`src/rtl/ghist_sram_1r1w.sv`:
```
// ghist_sram_1r1w: one-read/one-write history SRAM with per-entry valid bits,
// flush, optional write-first bypass, 1- or 2-cycle read latency and a sticky
// out-of-range error flag.
module ghist_sram_1r1w #(
  parameter int DEPTH        = 40,
  parameter int WIDTH        = 72,
  parameter int READ_LATENCY = 1,
  parameter int BYPASS       = 1,
  localparam int AW          = ($clog2(DEPTH) > 1) ? $clog2(DEPTH) : 1
) (
  input  logic             clock,
  input  logic             reset_n,
  input  logic [AW-1:0]    R0_addr,
  input  logic             R0_en,
  output logic [WIDTH-1:0] R0_data,
  output logic             R0_valid,
  output logic             R0_resp,
  input  logic [AW-1:0]    W0_addr,
  input  logic             W0_en,
  input  logic [WIDTH-1:0] W0_data,
  input  logic             flush,
  output logic             oor_err
);

  localparam logic [AW:0] LIMIT = (AW+1)'(DEPTH);

  logic [WIDTH-1:0] mem [DEPTH];
  logic [DEPTH-1:0] valid;

  logic             rd_in;
  logic             wr_in;
  logic             wr_do;
  logic             hit;
  logic [WIDTH-1:0] rd_data;
  logic             rd_valid;

  // Final-stage inputs: either the raw lookup (latency 1) or the stage register.
  logic             fin_en;
  logic [WIDTH-1:0] fin_data;
  logic             fin_valid;

  assign rd_in = ({1'b0, R0_addr} < LIMIT);
  assign wr_in = ({1'b0, W0_addr} < LIMIT);
  assign wr_do = W0_en && wr_in;
  assign hit   = (BYPASS != 0) && wr_do && rd_in && (W0_addr == R0_addr);

  // Lookup as of before the current edge; a same-address write overrides when bypassing.
  always_comb begin
    rd_data  = '0;
    rd_valid = 1'b0;
    if (hit) begin
      rd_data  = W0_data;
      rd_valid = 1'b1;
    end else if (rd_in && valid[R0_addr]) begin
      rd_data  = mem[R0_addr];
      rd_valid = 1'b1;
    end
  end

  // Storage array: written on in-range writes only, never reset.
  always_ff @(posedge clock) begin
    if (wr_do) mem[W0_addr] <= W0_data;
  end

  // Valid bits: flush clears all, a write on the same edge still sets its entry.
  always_ff @(posedge clock or negedge reset_n) begin
    if (!reset_n) begin
      valid <= '0;
    end else begin
      if (flush) valid <= '0;
      if (wr_do) valid[W0_addr] <= 1'b1;
    end
  end

  // Sticky out-of-range flag for either port.
  always_ff @(posedge clock or negedge reset_n) begin
    if (!reset_n) begin
      oor_err <= 1'b0;
    end else if ((W0_en && !wr_in) || (R0_en && !rd_in)) begin
      oor_err <= 1'b1;
    end
  end

  generate
    if (READ_LATENCY == 2) begin : g_lat2
      logic             s_en;
      logic [WIDTH-1:0] s_data;
      logic             s_valid;

      // Extra pipeline stage holding the lookup result for one cycle.
      always_ff @(posedge clock or negedge reset_n) begin
        if (!reset_n) begin
          s_en    <= 1'b0;
          s_data  <= '0;
          s_valid <= 1'b0;
        end else begin
          s_en    <= R0_en;
          s_data  <= rd_data;
          s_valid <= rd_valid;
        end
      end

      assign fin_en    = s_en;
      assign fin_data  = s_data;
      assign fin_valid = s_valid;
    end else begin : g_lat1
      assign fin_en    = R0_en;
      assign fin_data  = rd_data;
      assign fin_valid = rd_valid;
    end
  endgenerate

  // Output register: pulses resp per result and holds data between results.
  always_ff @(posedge clock or negedge reset_n) begin
    if (!reset_n) begin
      R0_resp  <= 1'b0;
      R0_data  <= '0;
      R0_valid <= 1'b0;
    end else begin
      R0_resp <= fin_en;
      if (fin_en) begin
        R0_data  <= fin_data;
        R0_valid <= fin_valid;
      end
    end
  end

endmodule

```
`config.mk`:
```
export PLATFORM = sky130hd
export DESIGN_NAME = ghist_sram_1r1w
export DESIGN_NICKNAME = d
export VERILOG_FILES = /design/src/rtl/ghist_sram_1r1w.sv
export SDC_FILE = /design/constraint.sdc
export NUM_CORES = 2
export LEC_CHECK = 0
export CAP_MARGIN = 30
export CORE_MARGIN = 5
export CORE_UTILIZATION = 30
export CTS_CLUSTER_DIAMETER = 100
export CTS_CLUSTER_SIZE = 8
export DETAILED_ROUTE_END_ITERATION = 10
export GPL_TIMING_DRIVEN = 0
export PLACE_DENSITY = 0.43
export SYNTH_ARGS = -nofsm -noshare
export SYNTH_HDL_FRONTEND = slang
export SYNTH_SLANG_ARGS = --single-unit
```
`constraint.sdc`:
```
create_clock -name clock -period 2.3 [get_ports clock]
set_input_delay 0.345 -clock clock [delete_from_list [all_inputs] [get_ports clock]]
set_output_delay 0.345 -clock clock [all_outputs]
set_load 0.01 [all_outputs]
```
; ---- Word-level counts from Yosys, hierarchy flattened
; Memories as Yosys holds them, arrays and structs flattened.
; Index checks and enable logic that the tools add are counted.
[totals]
out_inout_bits = 75
elab_cells = 35
memories = 1
ramBits = 2880
inputBits = 89
ff_bits = 115
[memory_table]
columns = name, depth, width, rd, rd_clocked_by_memory_dff, write_ports, line_no
row1 = mem, 40, 72, 1, 0, 1, 27  ; logic [WIDTH-1:0] mem [DEPTH];
[classes]
n_eq_ne = 1
reduce_logical = 10
n_bitwise = 1
n_mux = 12
order_cmp = 5
[ops]
columns = cell, count
row1 = $mux 72, 2
row2 = $mux 40, 2
row3 = $or 40x40->40, 1
row4 = $lt 6x7->1 const B, 2
row5 = $lt 6x6->1 const B, 2
row6 = $logic_and 1x1->1, 7
row7 = $bmux 1 s6, 1
row8 = $demux 1 s6, 1
row9 = $eq 6x6->1, 1
row10 = $ge 6x1->1 const B, 1
row11 = $mux 1, 6
row12 = $logic_not 1->1, 2
row13 = $logic_or 1x1->1, 1

; ---- Logic depth before layout (Yosys ltp)
[logic_depth]
depth_word = 6
mapped_depth = 12
depth_no_buf = 6

; ---- Worst setup path after synthesis
; Ideal clock, no wire load.
[synth_path]
path_kind = in2reg
startpoint = input port W0_addr[4]
endpoint = memory mem[10][0], enable pin
setup_slack_ns = -2.513
n_path_buf = 2
setup_ns = 0.503
required_time_ns = 1.797
arrival_ns = 4.310
stages = 5
cell_sequence = nand2b_1 > or3b_2 > clkbuf_1 > clkbuf_1 > nor2_1
[synth_via]
elab_chain_cells = 4
[synth_lines]
columns = element, line_no
row1 = from (decl), 18  ; input logic [AW-1:0] W0_addr,
row2 = $lt 6x6->1, 43  ; assign wr_in = ({1'b0, W0_addr} < LIMIT);
row3 = $logic_and 1x1->1, 44  ; assign wr_do = W0_en && wr_in;
row4 = $mux 1, 62  ; if (wr_do) mem[W0_addr] <= W0_data;
row5 = $mux 1 (not written as such), 62
row6 = to (decl), 27
; Several ways; a longest one is shown, not always the timed one.

; ---- Worst setup path after layout
[layout_path]
startpoint = input port R0_addr[2]
endpoint = register R0_data[61]
[layout_via]
elab_chain_cells = 5
elab_cells_between_ends = 10
classes_between = order compare (1) / eq/ne (1) / mux (4) / reduce/logical (3) / memory (1)
[layout_lines]
columns = element, line_no
row1 = from (decl), 13  ; input logic [AW-1:0] R0_addr,
row2 = $bmux 1 s6, 54  ; end else if (rd_in && valid[R0_addr]) begin
row3 = $mux 1 (not written as such), 54
row4 = $logic_and 1x1->1, 54
row5 = $mux 72, 54
row6 = $mux 72 *, 51  ; if (hit) begin
row7 = to (signal assigned), 122  ; R0_data <= fin_data;
row8 = to (decl), 15  ; output logic [WIDTH-1:0] R0_data,
; Mark *: on every way between the ends. The rest lies on a longest branch, timed or not. The select of a mux whose other input is x is not followed.
; A chain may end at the register's enable or synchronous reset.

==> out/metrics.cfg <==
[synthesis]
synthArstFlopShare_pct = 3.84
synth_area_sq_um = 116000
synth_edf_count = 2880
ys_types = 57
synth_commonest_cells = 2880 x edfxtp_1, 564 x mux4_2, 459 x mux2i_1, 116 x a22oi_1, 115 x dfrtp_1
syn_area_per_cell_sq_um = 21.2
ys_seq_area_share_pct = 77.2
synth_top_area_share_pct = 74.7
synthCells = 5456
ys_top_cells_by_area = edfxtp_1 75%, mux4_2 11%, mux2i_1 4.0%
synth-seq-cells = 2995
synth.most_common_cell = edfxtp_1
synth.largest_area_cell = edfxtp_1
yosys_warnings = 0
ys.flop_type = edfxtp_1
synthesis.nets = 5545

[global_route]
grt_usage_pct = 19.9
grt_pass1_vias = 62300
grt.overflow.total = 0
grt_max_degree = 82
use_met1_pct = 28.0
grt_pass1_wl_um = 548000
grtUsageMet2_pct = 32.3
antenna_found_initial = 37
gr-max-usage-layer = met2
met3_usage_pct = 3.11

[placement]
place_area_sq_um = 129000
gp_congestion = 0.762
io_buffer_count = 157
hpwlAfterDp_um = 279000

[critical_path]
crit_path_top_delay_cell = clkbuf_1
max_stage_delay_ns = 0.69
crit_arrival_ns = 3.32
reg2reg_to = R0_data[61]$_DFFE_PN0P_
end_kind = flip-flop
r2r-start = valid[23]$_DFF_PN0_
path_cells = clkdlybuf4s50_1 -> buf_4 -> and2_1 -> clkbuf_1 -> a22oi_1 -> nand3_1 -> nand4_4 -> nand3_4 -> buf_12 -> buf_16 -> o21ai_2
crit_fanout = 10
r2r_setup_slack_ns = -0.18
critPathRequiredTime_ns = 3.11
worstSetupPathType = input pin to flip-flop
cp-start-kind = input pin
crit_start = R0_addr[2]
reg2reg_depth = 8

[detailed_routing]
drcViolationCount = 0
drtAntennaViolNets = 0
num_vias = 61700
drt-initial-drc-count = 6575
dr.pass1.iters = 5
viasPerCell = 5.25
wire_per_inst_um = 34.6
wirelength_um = 406000

[sta]
fmax_mhz = 397
setup_ws_ns = -0.216
worstMarginPinSlew_ns = 1.04
fin_skew_ns = 0.0792
whs_ns = 0.0546
rsz0062_at_grt = yes
slew_headroom_pct = 30.6
period_needed_ns = 2.52
hold_viol = 0
finalCritPeriodShare_pct = 109
slew_viol_final = 0
setup_violations = 68

[clocking]
cts_root_buffer = clkbuf_16
cts.sinks = 2995
clock_path_buffers = 4
cts_buffers = 412
clk_latency_ns = 0.95
cts_htree_levels = 5
cts_tree = yes
path_clk_slew_ns = 0.05

[finish]
design_area_sq_um = 144000
final_core_util_pct = 37.4
drive_gt1_share_pct = 29.2
fin_nets = 6474
syn2layout_area_growth_pct = 24.4
fill_cells = 35200

[floorplanning]
start_util_pct = 30.1
io_pins = 164
fp.coreArea_sq_um = 385000
chipHeight_um = 631
die_area_sq_um = 398000
die_w_um = 631
rows = 228

[worst_hold_path]
hp-class = input pin to flip-flop
whs_path_depth = 1
hp-start = W0_data[38]
whs_endpoint = mem[32][38]$_DFFE_PP_

[power]
max-vdd-ir-drop_mv = 0.582
p_per_area_nw_per_um2 = 867
leakage_nw = 46.7

[outcome]
status = finished with violations
violations = negative setup slack

[flow_run]
max_cap_violations = 0

## final cells by class
type,instances,area [sq um],share of cell area (%)
Sequential cell,2995,89400,62.1
Multi-Input combinational cell,2087,25400,17.6
Clock buffer,676,11500,7.97
Timing Repair Buffer,521,7680,5.33
Tap cell,5060,6330,4.40
Buffer,326,3260,2.26
Clock inverter,20,322,0.223
Inverter,42,158,0.109
Antenna cell,14,35.0,0.0243
## state kept, by name, summed over array words and instances, names as in the netlist
name      cells
mem        2880
R0_data      72
valid        40
R0_resp       1
R0_valid      1
oor_err       1
## worst max-delay path: cells and delay by family
family / cells / cell delay (ns)
buffers and inverters: 5 / 1.81
and+or+nand+nor: 4 / 0.78
AOI/OAI and AO/OA: 2 / 0.28
## routing by layer
layer	share of wire (%)	wire length [um]	up-vias
li1	-	-	24800
met1	44	177000	34000
met2	48	193000	2239
met3	6.0	24400	548
met4	2.8	11300	26
met5	0.041	167	-
## where the power goes
group	internal (mW)	switching (mW)
clock network	33.6	22.9
logic	2.93	4.85
registers	60.4	0.202
## what timing repair did
action / CTS / global route
setup endpoints to repair: 465 / 230
endpoints found under the hold margin: 162 / 0
resized for setup: 520 / 99
hold buffers: 15 / 0
gates cloned: 5 / 1
pin swaps: 73 / 36
buffers inserted: 70 / 20
## placed cells by master (no fill, tap or decap), drive strengths merged, types with 6 or more instances in the layout
cell	Yosys	layout
o21ai	93	93
mux4	565	565
clkinv	0	11
nor2b	81	81
nand4	21	21
dlygate4sd2	0	38
a211oi	46	46
o31ai	7	7
mux2	83	83
nand2	67	67
inv	42	51
a22oi	116	116
and2	22	22
clkdlybuf4s50	0	95
nor2	90	90
dfrtp	115	115
nand3	27	27
o22ai	85	85
a221oi	58	58
a31oi	94	94
mux2i	459	459
a32oi	7	7
nand2b	6	6
dlygate4sd3	0	14
a21oi	94	94
diode	0	14
clkbuf	117	783
edfxtp	2880	2880
buf	215	592
o221ai	22	22
## kinds of logic (layout without fill, tap and decap cells)
group | after synthesis | in the layout | synth area share, %
compound gates | 635 | 635 | 3.63
xor+xnor | 5 | 5 | 0.0378
buf+inv | 374 | 1585 | 1.87
flops | 2995 | 2995 | 77.2
mux | 1107 | 1107 | 15.8
other cells | 0 | 14 | 0
simple gates | 340 | 340 | 1.50
## stage by stage
step / power [mW] / instances / worst slack (ns) / setup TNS (ns)
after global placement: 68.5 / 10700 / -6.48 / -9403.73
after detailed placement: 68.9 / 10900 / -2.86 / -2222.93
after floorplan: 64.8 / 5456 / -0.363 / -880.76
after CTS: 126 / 11700 / -0.193 / -6.64
final: 125 / 11700 / -0.216 / -9.01
after global routing: 129 / 11700 / -0.194 / -8.50
## worst max-delay path by stage
stage	end	slack, ns
global placement	R0_data[59]$_DFFE_PN0P_	-6.48
finish	R0_data[61]$_DFFE_PN0P_	-0.22
floorplan	mem[11][0]$_DFFE_PP_	-0.36
detailed placement	R0_data[40]$_DFFE_PN0P_	-2.86
CTS	R0_data[34]$_DFFE_PN0P_	-0.19
global route	R0_data[47]$_DFFE_PN0P_	-0.19
(Power assumes the default switching activity.)
